===== config.mk =====
export PLATFORM = sky130hd
export DESIGN_NAME = seg7_scan_driver
export DESIGN_NICKNAME = d
export VERILOG_FILES = /design/src/rtl/seg7_scan_driver.sv
export SDC_FILE = /design/constraint.sdc
export NUM_CORES = 1
export LEC_CHECK = 0
export CAP_MARGIN = 20
export CORE_MARGIN = 2
export CORE_UTILIZATION = 41
export DETAILED_ROUTE_END_ITERATION = 7
export GPL_ROUTABILITY_DRIVEN = 0
export PLACE_DENSITY = 0.66
export REMOVE_ABC_BUFFERS = 1
export SYNTH_ARGS = -nofsm -noshare
export SYNTH_HDL_FRONTEND = slang
export SYNTH_SLANG_ARGS = --single-unit

===== constraint.sdc =====
create_clock -name clk -period 2.19 [get_ports clk]
set_input_delay 0.3285 -clock clk [delete_from_list [all_inputs] [get_ports clk]]
set_output_delay 0.3285 -clock clk [all_outputs]
set_load 0.005 [all_outputs]

===== src/rtl/seg7_scan_driver.sv =====
// Eight-digit multiplexed hex driver for a 7-segment bank. Inputs are snapshotted once
// per scan frame, and a short all-off gap at each digit switch suppresses ghosting.
module seg7_scan_driver #(
    parameter int TICK_DIV   = 100000,
    parameter int BLANK_CYC  = 16,
    parameter int ACTIVE_LOW = 1
) (
    input  logic        clk,
    input  logic        rst,
    input  logic [31:0] display,
    input  logic [7:0]  displayEnable,
    input  logic [7:0]  dp_in,
    output logic [7:0]  AN,
    output logic [6:0]  SEG,
    output logic        DP,
    output logic        frame_done
);

    localparam int             CW        = $clog2(TICK_DIV);
    localparam logic [CW-1:0]  DIV_MAX   = CW'(TICK_DIV - 1);
    localparam logic [CW-1:0]  BLANK_LIM = CW'(BLANK_CYC);
    localparam logic [7:0]     POL8      = (ACTIVE_LOW != 0) ? 8'hFF : 8'h00;
    localparam logic [6:0]     POL7      = (ACTIVE_LOW != 0) ? 7'h7F : 7'h00;
    localparam logic           POL1      = (ACTIVE_LOW != 0) ? 1'b1 : 1'b0;

    typedef enum logic {
        PH_BLANK = 1'b0,
        PH_SHOW  = 1'b1
    } phase_t;

    // Active-high {g,f,e,d,c,b,a} pattern for one hex nibble.
    function automatic logic [6:0] hex_decode(input logic [3:0] v);
        logic [6:0] s;
        case (v)
            4'h0: s = 7'h3F;
            4'h1: s = 7'h06;
            4'h2: s = 7'h5B;
            4'h3: s = 7'h4F;
            4'h4: s = 7'h66;
            4'h5: s = 7'h6D;
            4'h6: s = 7'h7D;
            4'h7: s = 7'h07;
            4'h8: s = 7'h7F;
            4'h9: s = 7'h6F;
            4'hA: s = 7'h77;
            4'hB: s = 7'h7C;
            4'hC: s = 7'h39;
            4'hD: s = 7'h5E;
            4'hE: s = 7'h79;
            4'hF: s = 7'h71;
            default: s = 7'h00;
        endcase
        return s;
    endfunction

    logic [CW-1:0] div_cnt_r;
    logic [2:0]    idx_r;
    logic [31:0]   shadow_data_r;
    logic [7:0]    shadow_en_r;
    logic [7:0]    shadow_dp_r;
    logic          frame_done_r;
    logic [7:0]    an_r;
    logic [6:0]    seg_r;
    logic          dp_r;

    logic          tick_s;
    logic          wrap_s;
    phase_t        phase_s;
    logic [3:0]    digit_s;
    logic [7:0]    an_next_s;

    // Slot timing decode: the slot phase is implied directly by the prescaler count.
    always_comb begin
        tick_s  = (div_cnt_r == DIV_MAX);
        wrap_s  = tick_s && (idx_r == 3'd7);
        digit_s = shadow_data_r[{idx_r, 2'b00} +: 4];
        if (div_cnt_r < BLANK_LIM) begin
            phase_s = PH_BLANK;
        end else begin
            phase_s = PH_SHOW;
        end
    end

    // Anode for the current slot in active-high form, before polarity is applied.
    always_comb begin
        an_next_s = 8'h00;
        if ((phase_s == PH_SHOW) && shadow_en_r[idx_r]) begin
            an_next_s = 8'h01 << idx_r;
        end else begin
            an_next_s = 8'h00;
        end
    end

    // Prescaler, digit index, frame pulse and once-per-frame input snapshot.
    always_ff @(posedge clk) begin
        if (rst) begin
            div_cnt_r     <= '0;
            idx_r         <= 3'd0;
            shadow_data_r <= 32'h0000_0000;
            shadow_en_r   <= 8'h00;
            shadow_dp_r   <= 8'h00;
            frame_done_r  <= 1'b0;
        end else begin
            frame_done_r <= wrap_s;
            if (tick_s) begin
                div_cnt_r <= '0;
                idx_r     <= idx_r + 3'd1;
            end else begin
                div_cnt_r <= div_cnt_r + CW'(1);
            end
            if (wrap_s) begin
                shadow_data_r <= display;
                shadow_en_r   <= displayEnable;
                shadow_dp_r   <= dp_in;
            end
        end
    end

    // Registered pin drive; XOR with the polarity mask makes 'inactive' the reset value.
    always_ff @(posedge clk) begin
        if (rst) begin
            an_r  <= POL8;
            seg_r <= POL7;
            dp_r  <= POL1;
        end else begin
            an_r  <= an_next_s ^ POL8;
            seg_r <= hex_decode(digit_s) ^ POL7;
            dp_r  <= shadow_dp_r[idx_r] ^ POL1;
        end
    end

    assign AN         = an_r;
    assign SEG        = seg_r;
    assign DP         = dp_r;
    assign frame_done = frame_done_r;

endmodule


Word level (Yosys, flattened, before mapping)

Memory sizes are Yosys's and may differ from the RTL's.
Index checks and enable logic that the tools add are counted.

Register bits after elaboration: 85
ROM bits: 112
Bits of input ports: 50
Output and inout port bits: 17
Word-level logic and storage cells: 31
Memories kept: 1

Memories:

| memory          | depth | bits a word | read ports | clocked after memory_dff | write ports | line | RTL |
|---|---|---|---|---|---|---|---|
| (no name shown) | 16    | 7           | 1          | 0                        | 0           | 34   | `case (v)` |

Add/sub/neg operators: 2
Magnitude comparators: 2
Eq/ne operators: 2
Shifts and indexed selects: 2
Muxes and demuxes: 7
Bitwise logic cells: 3
Reductions and logical operators: 3

Operators by type and width:

| cell                                                                  | number |
|---|---|
| 32-bit by 6-bit indexed part select with 4-bit output                 | 1 |
| 17-bit by 1-bit adder with 17-bit output, second input constant       | 1 |
| 17-bit equality test, second input constant                           | 1 |
| 17-bit by 5-bit < comparator with 1-bit output, second input constant | 1 |
| 8-bit 2-to-1 mux                                                      | 1 |
| 8-bit inverter                                                        | 1 |
| 1-bit by 3-bit << shifter with 8-bit output, first input constant     | 1 |
| 7-bit 2-to-1 mux                                                      | 1 |
| 7-bit inverter                                                        | 1 |
| 1-bit binary-select mux with 3-bit select                             | 2 |
| 3-bit by 4-bit < comparator with 1-bit output, second input constant  | 1 |
| 3-bit by 1-bit adder with 3-bit output, second input constant         | 1 |
| 3-bit equality test, second input constant                            | 1 |
| 1-bit 2-to-1 mux                                                      | 3 |
| 1-bit logical AND                                                     | 2 |
| 2-bit OR reduction                                                    | 1 |
| 1-bit inverter                                                        | 1 |

Logic depth before layout (Yosys ltp)

Gate-level depths: netlist of the first run.

Word-level depth: 5
Depth in mapped cells: 11
Gate-level depth less buffers: 8

Least setup slack after synthesis of the first run

No wires, ideal clock.

Path kind: register to register
From: register idx_r[1]
To: register seg_r[3] (netlist: SEG[3])
Library setup time: 0.120 ns
Arrival: 2.254 ns
Required time: 2.070 ns
Setup slack: -0.183 ns
Cell stages (with the launch flop): 11
Buffers on the path: 2
Clock period less this slack: 2.373 ns
Path through: dfxtp_1 -> buf_2 -> buf_2 -> mux4_2 -> mux2i_2 -> inv_1 -> ha_1 -> inv_1 -> nor3_1 -> a2111o_1 -> o31a_1

Cells in the longest elaborated chain, start to end: 4

RTL lines:

| item                                                  | line | RTL |
|---|---|---|
| start: declaration                                    | 57   | `logic [2:0] idx_r;` |
| start signal: assignment                              | 107  | `idx_r <= idx_r + 3'd1;` |
| 32-bit by 6-bit indexed part select with 4-bit output | 76   | `digit_s = shadow_data_r[{idx_r, 2'b00} +: 4];` |
| memory read 16 x 7 bit                                | n/a  |  |
| 7-bit 2-to-1 mux                                      | 121  | `if (rst) begin` |
| 7-bit inverter (no line)                              | n/a  |  |
| end signal: assignment                                | 127  | `seg_r <= hex_decode(digit_s) ^ POL7;` |
| end: declaration                                      | 63   | `logic [6:0] seg_r;` |

No other way between the ends. The select of a mux whose other input is x is not followed.
A chain may end at the register's enable or synchronous reset.

Final worst setup path of the first run

From: register idx_r[0]
To: register seg_r[3] (netlist: SEG[3])

Same word-level chain as after synthesis.

==> results.ini, run 1 <==
[setup_path]
end_kind=register
crit_start=idx_r[0]$_SDFFE_PP0P_
cp-start-kind=register
cp_max_fo=5
crit_required_ns=2.44
r2r_slack_ns=0.09
crit_type=reg2reg
r2r_start=idx_r[0]$_SDFFE_PP0P_
r2r_end=SEG[3]$_SDFF_PP1_
critPathArrivalTime_ns=2.35
reg2reg_depth=7

[final_layout]
drive_gt1_share_pct=16.5
n_antenna_cell=0
nNetsFinal=548
finalNonFillerCells=601
multi_input_area_um2=1950
fillers=852
syn_to_final_growth_pct=26.3
seqCellArea_um2=1710
stdcell_area_um2=4850
finish.utilization_pct=53.0

[timing]
period_needed_ns=2.10
whs_ns=0.454
finalMaxSlewViolations=0
max_slew.worst_pin.slew_ns=0.723
rsz0062_at_grt=no
clock_skew_ns=0.0112
max_slew_margin_pct=51.8
fin_crit_sh_pct=95.8
max_freq_mhz=476
finalHoldViolCount=0
setup_violations=0

[routing]
drt-initial-drc-count=131
vias_per_cell=5.06
num_vias=3040
ant_nets=0
routed_wl_um=8300
post_drt_wl_per_cell_um=13.8
dr.pass1.iters=4
drc_errors=0

[logic_synthesis]
yosysMostFrequentCell=nand2_1
synthCells=420
synth.largest_area_cell=dfxtp_1
synth-edff-count=0
synth_ff_type=dfxtp_1
seq_area_frac_synth_pct=44.3
synth_area_leaders=dfxtp_1 44%, nand2_1 10%, mux4_2 5.9%
avgSynthCellArea_um2=9.14
yosysTopAreaCellShare_pct=44.3
syn_area_um2=3840
ys_ff_latch=85
synthTopCellsByCount=103 x nand2_1, 85 x dfxtp_1, 43 x a21oi_1
synth_warnings=0
synth_cell_types=50
ys_async_sr_fraction_pct=0

[grt]
first_global_vias=2806
antenna_found_initial=0
grt_start_max_net_pins=44
grt_pass1_wl_um=13400
gr-usage-all-layers_pct=16.9
grt_remaining_overflow=0

[place]
hpwl_um=5740
placed_cell_area_um2=4600
placed_cells=585
port_buffers=66

[clock_tree]
cts_buffer_depth=2
htree_num_levels=3
clkTransAtPathRegs_ns=0.08
ctsRootBufferMaster=clkbuf_8
holdBufCountCts=0
insertion_delay_ns=0.36
numCtsBuffers=9
cts.sinks=85
cts_tree=built

[worst_hold_path]
min_from=shadow_dp_r[7]$_SDFFE_PP0P_
min_path_type=reg2reg
hold_end=shadow_dp_r[7]$_SDFFE_PP0P_
hold_path_depth=2

[die]
die-area_um2=10200
die_y_um=101
initial_core_util_pct=42.0
die_w_um=101
placementRows=35
ios=67
core-area_um2=9150

[power_and_ir_drop]
p_leak_nw=1.68
p_per_area_nw_per_um2=606
peakVddDrop_v=0.000316

[flow_run]
cap_violations=0

[run_status]
status=completed

critical path, stage by stage, from the launching register on:
cell and delay [ns]:
dfxtp_4 0.39, mux4_2 0.53, mux2i_4 0.18, inv_2 0.07
buf_4 0.14, ha_1 0.20, a2111o_1 0.37, o31a_1 0.11
state kept, by name, summed over array words and instances, names as in the netlist:
register,cells
AN,8
DP,1
SEG,7
div_cnt_r,17
frame_done,1
idx_r,3
shadow_data_r,32
shadow_dp_r,8
shadow_en_r,8
cell type report:
class                   instances  area share [%]
multi-input cells             298            40.2
clock inverters                 7            2.04
repair buffers                 81            16.4
clock buffers                   9            2.55
well taps                     111            2.86
inverters                      10           0.774
flip-flops and latches         85            35.3
cell usage in the layout, fill, tap and decap left out, types with 9 or more instances in the layout:
cell type	count
xor2_1	11
a21oi_2	10
nor2_1	29
clkdlybuf4s50_1	65
mux4_2	10
a21oi_1	43
buf_4	13
clkbuf_8	9
nand2_2	10
nand2_1	103
dfxtp_1	83
ha_1	11
stage by stage:
stage | TNS [ns] | power, W | setup WS (ns)
after floorplan | -29.14 | 0.00162 | -0.582
after global placement | 0 | 0.00174 | 0.0148
after detailed placement | -0.0794 | 0.00174 | -0.0794
after CTS | 0 | 0.00296 | 0.0185
after global routing | 0 | 0.00303 | 0.00922
final | 0 | 0.00294 | 0.0910
cell families (layout without fill, tap and decap cells):
logic type | after synthesis | count (layout) | share of synthesized area [%]
muxes | 21 | 21 | 9.58
xor gates and xnor gates | 16 | 16 | 3.65
DFF | 85 | 85 | 44.3
and+or+nand+nor | 176 | 176 | 20.4
AOI/OAI and AO/OA | 72 | 72 | 12.4
adders and majority gates | 13 | 13 | 4.24
buffers and inverters | 37 | 107 | 5.41
power breakdown:
group	switching [W]	internal, W	leakage [nW]	total, W
Clock	0.000588	0.000648	0.110	0.00124
Sequential	0.00000592	0.00155	0.689	0.00156
Combinational	0.0000489	0.0000968	0.882	0.000146
how the worst max path moves through the flow:
| stage | endpoint | cells past startpoint | slack [ns] |
|---|---|---|---|
| 6_report | SEG[3]$_SDFF_PP1_ | 7 | 0.09 |
| 3_3_place_gp | SEG[3]$_SDFF_PP1_ | 8 | 0.01 |
| 4_1_cts | SEG[3]$_SDFF_PP1_ | 8 | 0.02 |
| 5_1_grt | SEG[3]$_SDFF_PP1_ | 8 | 0.009 |
| 2_1_floorplan | shadow_data_r[0]$_SDFFE_PP0P_ | 5 | -0.58 |
| 3_5_place_dp | SEG[3]$_SDFF_PP1_ | 8 | -0.08 |
per-layer routing:
layer	share of wire (%)	track usage, %	vias up
li1	-	-	1554
met1	50	23.9	1411
met2	45	25.1	63
met3	3.4	2.36	12
met4	2.1	8.54	0
met5	0	0	-
timing repair:
action | 4_1_cts | 5_1_grt
pin swaps | 0 | 1
endpoints found under the setup margin | 2 | 2
gates resized for setup | 3 | 7
buffers inserted | 0 | 0
(Power assumes the default switching activity.)
==> run 2, diff against run 1 <==
--- a/config.mk
+++ b/config.mk
@@ -10,6 +10,8 @@
 export CORE_UTILIZATION = 41
 export DETAILED_ROUTE_END_ITERATION = 7
+export DONT_BUFFER_PORTS = 1
 export GPL_ROUTABILITY_DRIVEN = 0
-export PLACE_DENSITY = 0.66
+export GPL_TIMING_DRIVEN = 0
+export PLACE_DENSITY = 0.56
 export REMOVE_ABC_BUFFERS = 1
 export SYNTH_ARGS = -nofsm -noshare
==> constraint.sdc (replaced) <==
create_clock -name clk -period 2.19 [get_ports clk]
set_input_delay 0.438 -clock clk [delete_from_list [all_inputs] [get_ports clk]]
set_output_delay 0.438 -clock clk [all_outputs]
set_load 0.005 [all_outputs]
==> run 2 against run 1 <==
Compared with the run above:
- via count decreased by 6.7%
- maximum frequency decreased by 1.7%
- highest routed layer unchanged
- power decreased by 11%
- largest cell class unchanged
==> results.ini, run 2 (synthesis results as in run 1) <==
[run_status]
status=completed  ; unchanged

[timing]
clock_skew_ns=0.0137  ; was 0.0112 ns
fin_crit_sh_pct=97.5  ; was 95.8%
finalHoldViolCount=0  ; unchanged
whs_ns=0.147  ; was 0.454 ns
setup_violations=0  ; unchanged
setup_tns_ns=0  ; unchanged
period_needed_ns=2.14  ; was 2.10 ns
finalMaxSlewViolations=0  ; unchanged
max_slew.worst_pin.slew_ns=0.446  ; was 0.723 ns
max_slew_margin_pct=70.2  ; was 51.8%
max_freq_mhz=468  ; was 476 MHz

[power_and_ir_drop]
p_per_area_nw_per_um2=624  ; was 606 nW/um2
peakVddDrop_v=0.000311  ; was 0.000316 V
power.share.switching_pct=23.1  ; was 21.9%
p_sw_w=0.000605  ; was 0.000643 W
combPwrFrac_pct=0.9  ; was 5.0%
clock_power_share_pct=39.6  ; was 42.0%
p_total_w=0.00262  ; was 0.00294 W
p_seq_share_pct=59.6  ; was 53.0%
p_leak_nw=1.41  ; was 1.68 nW
intPower_w=0.00201  ; was 0.00230 W

[clock_tree]
cts_tree=built  ; unchanged
cts_buffer_depth=2  ; unchanged
cts.sinks=85  ; unchanged
clkTransAtPathRegs_ns=0.09  ; was 0.08 ns
ctsRootBufferMaster=clkbuf_8  ; unchanged
holdBufCountCts=0  ; unchanged
insertion_delay_ns=0.35  ; was 0.36 ns
htree_num_levels=3  ; unchanged
numCtsBuffers=9  ; unchanged

[final_layout]
stdcell_area_um2=4200  ; was 4850 um2
finish.utilization_pct=45.9  ; was 53.0%
drive_gt1_share_pct=19.1  ; was 16.5%
nNetsFinal=483  ; was 548
n_antenna_cell=0  ; unchanged
reg_top3=shadow_data_r: 32 flops, div_cnt_r: 17 flops  ; unchanged
final_common_cell=nand2_1  ; unchanged
top_register=shadow_data_r  ; unchanged
syn_to_final_growth_pct=9.32  ; was 26.3%
layout_common_cells=103 x nand2_1, 83 x dfxtp_1, 43 x a21oi_1  ; was 103 x nand2_1, 83 x dfxtp_1, 65 x clkdlybuf4s50_1
largest_reg_flops=32  ; unchanged

[setup_path]
critPathArrivalTime_ns=2.39  ; was 2.35 ns
crit_required_ns=2.44  ; about the same
r2r_end=SEG[3]$_SDFF_PP1_  ; unchanged
crit_start=idx_r[0]$_SDFFE_PP0P_  ; unchanged
endpoint=SEG[3]$_SDFF_PP1_  ; unchanged
crit_type=reg2reg  ; unchanged
end_kind=register  ; unchanged
reg2reg_depth=8  ; was 7
cp_max_fo=5  ; unchanged
cp-start-kind=register  ; unchanged
r2r_slack_ns=0.05  ; was 0.09 ns
r2r_start=idx_r[0]$_SDFFE_PP0P_  ; unchanged

[grt]
first_global_vias=2727  ; was 2,806
grt_pass1_wl_um=14000  ; was 13,400 um
grt_start_max_net_pins=67  ; was 44
gr-usage-all-layers_pct=17.9  ; was 16.9%
grt_remaining_overflow=0  ; unchanged
antenna_found_initial=0  ; unchanged

[die]
ios=67  ; unchanged
die-area_um2=10200  ; unchanged
die_w_um=101  ; unchanged
core-area_um2=9150  ; unchanged
initial_core_util_pct=42.0  ; unchanged
die_y_um=101  ; unchanged
placementRows=35  ; unchanged

[flow_run]
cap_violations=0  ; unchanged

[place]
placed_cell_area_um2=3850  ; was 4600 um2
hpwl_um=5280  ; was 5740 um
port_buffers=0  ; was 66

[routing]
routed_wl_um=8440  ; was 8300 um
num_vias=2835  ; was 3,040
drc_errors=0  ; unchanged
drt-initial-drc-count=110  ; was 131
vias_per_cell=5.29  ; was 5.06
dr.pass1.iters=4  ; unchanged
ant_nets=0  ; unchanged
post_drt_wl_per_cell_um=15.7  ; was 13.8 um

[worst_hold_path]
min_path_type=in2reg  ; was reg2reg

==> run 2: cell types whose count changed in the layout (fill, tap and decap cells not counted), moves of 2 or more <==
cell / change
buf_4: -3
bufinv_16: -2
buf_6: +2
and2_4: +2
clkdlybuf4s50_1: -65
==> run 2: area by class of cell <==
| type | instances | area, um2 |
|---|---|---|
| clock inverter | 6 | 46.3 |
| clock buffer | 10 | 138 |
| multi-input combinational | 299 | 1970 |
| inverter | 10 | 37.5 |
| timing repair buffer | 15 | 160 |
| tap | 111 | 139 |
| fill | 894 | 4950 |
| sequential | 85 | 1710 |
==> run 2: how the worst min path moves through the flow <==
stage,start,endpoint,cells after the start
after detailed placement,shadow_data_r[8]$_SDFFE_PP0P_,shadow_data_r[8]$_SDFFE_PP0P_,2
after global routing,rst,shadow_data_r[2]$_SDFFE_PP0P_,1
after global placement,shadow_dp_r[0]$_SDFFE_PP0P_,shadow_dp_r[0]$_SDFFE_PP0P_,2
after floorplan,shadow_data_r[26]$_SDFFE_PP0P_,shadow_data_r[26]$_SDFFE_PP0P_,2
after CTS,rst,shadow_data_r[2]$_SDFFE_PP0P_,1
final,rst,shadow_data_r[2]$_SDFFE_PP0P_,1
==> run 2: power by group through the flow <==
stage	clock network (W)	logic (W)	registers (W)
final	0.00104	0.0000226	0.00156
after global placement	0	0.0000225	0.00160
after global routing	0.00114	0.0000256	0.00156
after CTS	0.00107	0.0000231	0.00156
after floorplan	0	0.0000190	0.00160
after detailed placement	0	0.0000231	0.00160
==> run 2: per-stage QoR <==
| stage | cells | setup WS, ns |
|---|---|---|
| floorplan | 393 | -0.582 |
| global placement | 504 | -1.71 |
| detailed placement | 506 | -1.11 |
| CTS | 532 | 0.0138 |
| global route | 536 | -0.00651 |
| finish | 536 | 0.0538 |
==> run 2: layer usage <==
metal  global-route usage, %  share of wire [%]
met1                    24.1                 47
met3                    3.68                4.0
met4                    6.74                1.9
met2                    28.3                 47
met5                       0                  0
==> run 2: critical path, stage by stage (launching register included) <==
cell	delay, ns
dfxtp_4	0.41
mux4_2	0.54
mux2i_4	0.24
inv_2	0.07
ha_2	0.18
inv_1	0.06
nor3_1	0.06
a2111o_1	0.35
o31a_1	0.11
==> run 2: what timing repair did <==
action,in CTS,in global routing
gates resized for setup,10,9
cloned,1,0
hold endpoints to repair,0,0
endpoints found under the setup margin,56,53
buffers inserted,10,4
pin swaps,0,1
==> run 3, diff against run 2 <==
Settings changed: PLACE_DENSITY 0.56 to 0.54, SLEW_MARGIN set to 10.
Clock period 2.19 ns to 2.7 ns, I/O delays scaled along.
==> run 3 against run 2 <==
Compared with the run above:
- global-route usage down 1.9 points
- worst setup slack better by 0.090 ns
- first-iteration DRC count down 30%
- sequential cell count unchanged
- power down 9.1%
- maximum frequency down 16%
- die area unchanged
- utilization down 0.62 points
- clock power up 6%
- critical path depth unchanged
==> results.ini, run 3 (synthesis results as in run 1) <==
[clock_tree]
cts_resized=4  ; was 10
numCtsBuffers=9  ; unchanged
insertion_delay_ns=0.36  ; was 0.35 ns
clkTransAtPathRegs_ns=0.09  ; about the same
cts_buffer_depth=2  ; unchanged
ctsRootBufferMaster=clkbuf_8  ; unchanged
cts_tree=built  ; unchanged
htree_num_levels=3  ; unchanged
holdBufCountCts=0  ; unchanged
cts.sinks=85  ; unchanged
post_cts_buffers=0  ; was 10

[run_status]
status=completed  ; unchanged

[flow_run]
cap_violations=0  ; unchanged

[final_layout]
drive_gt1_share_pct=15.3  ; was 19.1%
final_common_cell=nand2_1  ; unchanged
layout_common_cells=103 x nand2_1, 83 x dfxtp_1, 43 x a21oi_1  ; unchanged
nNetsFinal=470  ; was 483
syn_to_final_growth_pct=7.85  ; was 9.32%
finish.utilization_pct=45.2  ; was 45.9%
largest_reg_flops=32  ; unchanged
reg_top3=shadow_data_r: 32 flops, div_cnt_r: 17 flops  ; unchanged
top_register=shadow_data_r  ; unchanged
n_antenna_cell=0  ; unchanged

[setup_path]
cp-start-kind=register  ; unchanged
path_common_cell=inv_1
end_kind=register  ; unchanged
path_delay_family=multiplexers  ; unchanged
cpPeakStageDelay_ns=0.62  ; was 0.54 ns
cp_max_fo=18  ; was 5
crit_required_ns=2.96  ; was 2.44 ns
path_cells=mux4_2, mux2i_4, inv_1, ha_1, inv_1, nor3_1, a2111o_1, o31a_1  ; was mux4_2, mux2i_4, inv_2, ha_2, inv_1, nor3_1, a2111o_1, o31a_1
crit_buf_inv=2  ; unchanged
crit_slowest_cell=dfxtp_2  ; was mux4_2
critPathArrivalTime_ns=2.81  ; was 2.39 ns
crit_type=reg2reg  ; unchanged

[timing]
clock_skew_ns=0.0129  ; was 0.0137 ns
finalMaxSlewViolations=0  ; unchanged
setup_tns_ns=0  ; unchanged
fin_crit_sh_pct=94.7  ; was 97.5%
period_needed_ns=2.56  ; was 2.14 ns
fin_ws_ns=0.143  ; was 0.0538 ns
rsz0062_at_grt=no
max_freq_mhz=391  ; was 468 MHz
max_slew.worst_pin.slew_ns=0.852  ; was 0.446 ns
setup_violations=0  ; unchanged
max_slew_margin_pct=43.1  ; was 70.2%
finalHoldViolCount=0  ; unchanged

[power_and_ir_drop]
p_total_w=0.00238  ; was 0.00262 W
p_per_area_nw_per_um2=575  ; was 624 nW/um2
peakVddDrop_v=0.000250  ; was 0.000311 V
p_leak_nw=1.39  ; was 1.41 nW

[die]
ios=67  ; unchanged
initial_core_util_pct=42.0  ; unchanged
die_w_um=101  ; unchanged
core-area_um2=9150  ; unchanged
die-area_um2=10200  ; unchanged
die_y_um=101  ; unchanged
placementRows=35  ; unchanged

[routing]
num_vias=2754  ; was 2,835
dr.pass1.iters=4  ; unchanged
ant_nets=0  ; unchanged
drt-initial-drc-count=77  ; was 110
routed_wl_um=7650  ; was 8440 um
drc_errors=0  ; unchanged
post_drt_wl_per_cell_um=14.6  ; was 15.7 um
vias_per_cell=5.27  ; was 5.29

[grt]
grt_start_max_net_pins=67  ; unchanged
gr-usage-all-layers_pct=15.9  ; was 17.9%
grt_remaining_overflow=0  ; unchanged
antenna_found_initial=0  ; unchanged
grt_pass1_wl_um=12700  ; was 14,000 um
first_global_vias=2588  ; was 2,727

[worst_hold_path]
min_path_type=in2reg  ; unchanged

[place]
port_buffers=0  ; unchanged
hpwl_um=5240  ; was 5280 um
place_ws_ns=-0.571  ; was -1.11 ns

-- run 3: cell types whose count changed in the layout (fill, tap and decap cells not counted), moves of 2 or more --
cell       delta
inv_1         +2
ha_1          +2
clkinv_4      -2
inv_2         -2
bufinv_16     +3
buf_6         -2
buf_4        -10
and2_4        -2
-- run 3: final cells by class --
| cell class | count | area, um2 |
|---|---|---|
| Fill cell | 902 | 5010 |
| Multi-Input combinational cell | 298 | 1940 |
| Sequential cell | 85 | 1710 |
| Tap cell | 111 | 139 |
| Clock buffer | 10 | 138 |
| Clock inverter | 6 | 110 |
| Timing Repair Buffer | 3 | 70.1 |
| Inverter | 10 | 37.5 |
-- run 3: report_power, final --
| part | internal, W | switching (W) | total (W) | leakage [nW] |
|---|---|---|---|---|
| clock | 0.000638 | 0.000458 | 0.00110 | 0.119 |
| sequential | 0.00126 | 0.00000571 | 0.00127 | 0.689 |
| combinational | 0.00000940 | 0.00000870 | 0.0000181 | 0.580 |
| total | 0.00191 | 0.000472 | 0.00238 | 1.39 |
-- run 3: path summary, 6_finish.rpt --
kind         cells after the start  slack, ns                      startpoint                        endpoint
max                              8       0.14           idx_r[1]$_SDFFE_PP0P_               SEG[3]$_SDFF_PP1_
min reg2reg                      2       0.45  shadow_data_r[17]$_SDFFE_PP0P_  shadow_data_r[17]$_SDFFE_PP0P_
min                              1       0.24                             rst   shadow_data_r[1]$_SDFFE_PP0P_
max reg2reg                      8       0.14           idx_r[1]$_SDFFE_PP0P_               SEG[3]$_SDFF_PP1_
-- run 3: per-stage QoR --
step                      std cells  instance area, um2  hold WS (ns)
final                           523                4140         0.237
after global routing            523                4140         0.215
after CTS                       523                4140         0.227
after detailed placement        507                3880         0.437
after global placement          504                3810         0.430
after floorplan                 393                3670         0.422
-- run 3: worst reg2reg max path: stages (launching register included) --
cell and delay, ns:
dfxtp_2 0.62, mux4_2 0.60, mux2i_4 0.28, inv_1 0.13
ha_1 0.21, inv_1 0.07, nor3_1 0.06, a2111o_1 0.39
o31a_1 0.10
-- run 3: per-layer routing --
| layer | GRT usage, % | vias up | part of all wire (%) |
|---|---|---|---|
| met5 | 0 | - | 0 |
| met4 | 5.06 | 0 | 1.5 |
| met3 | 4.51 | 10 | 4.5 |
| met2 | 24.2 | 50 | 45 |
| met1 | 22.0 | 1295 | 49 |
| li1 | - | 1399 | - |
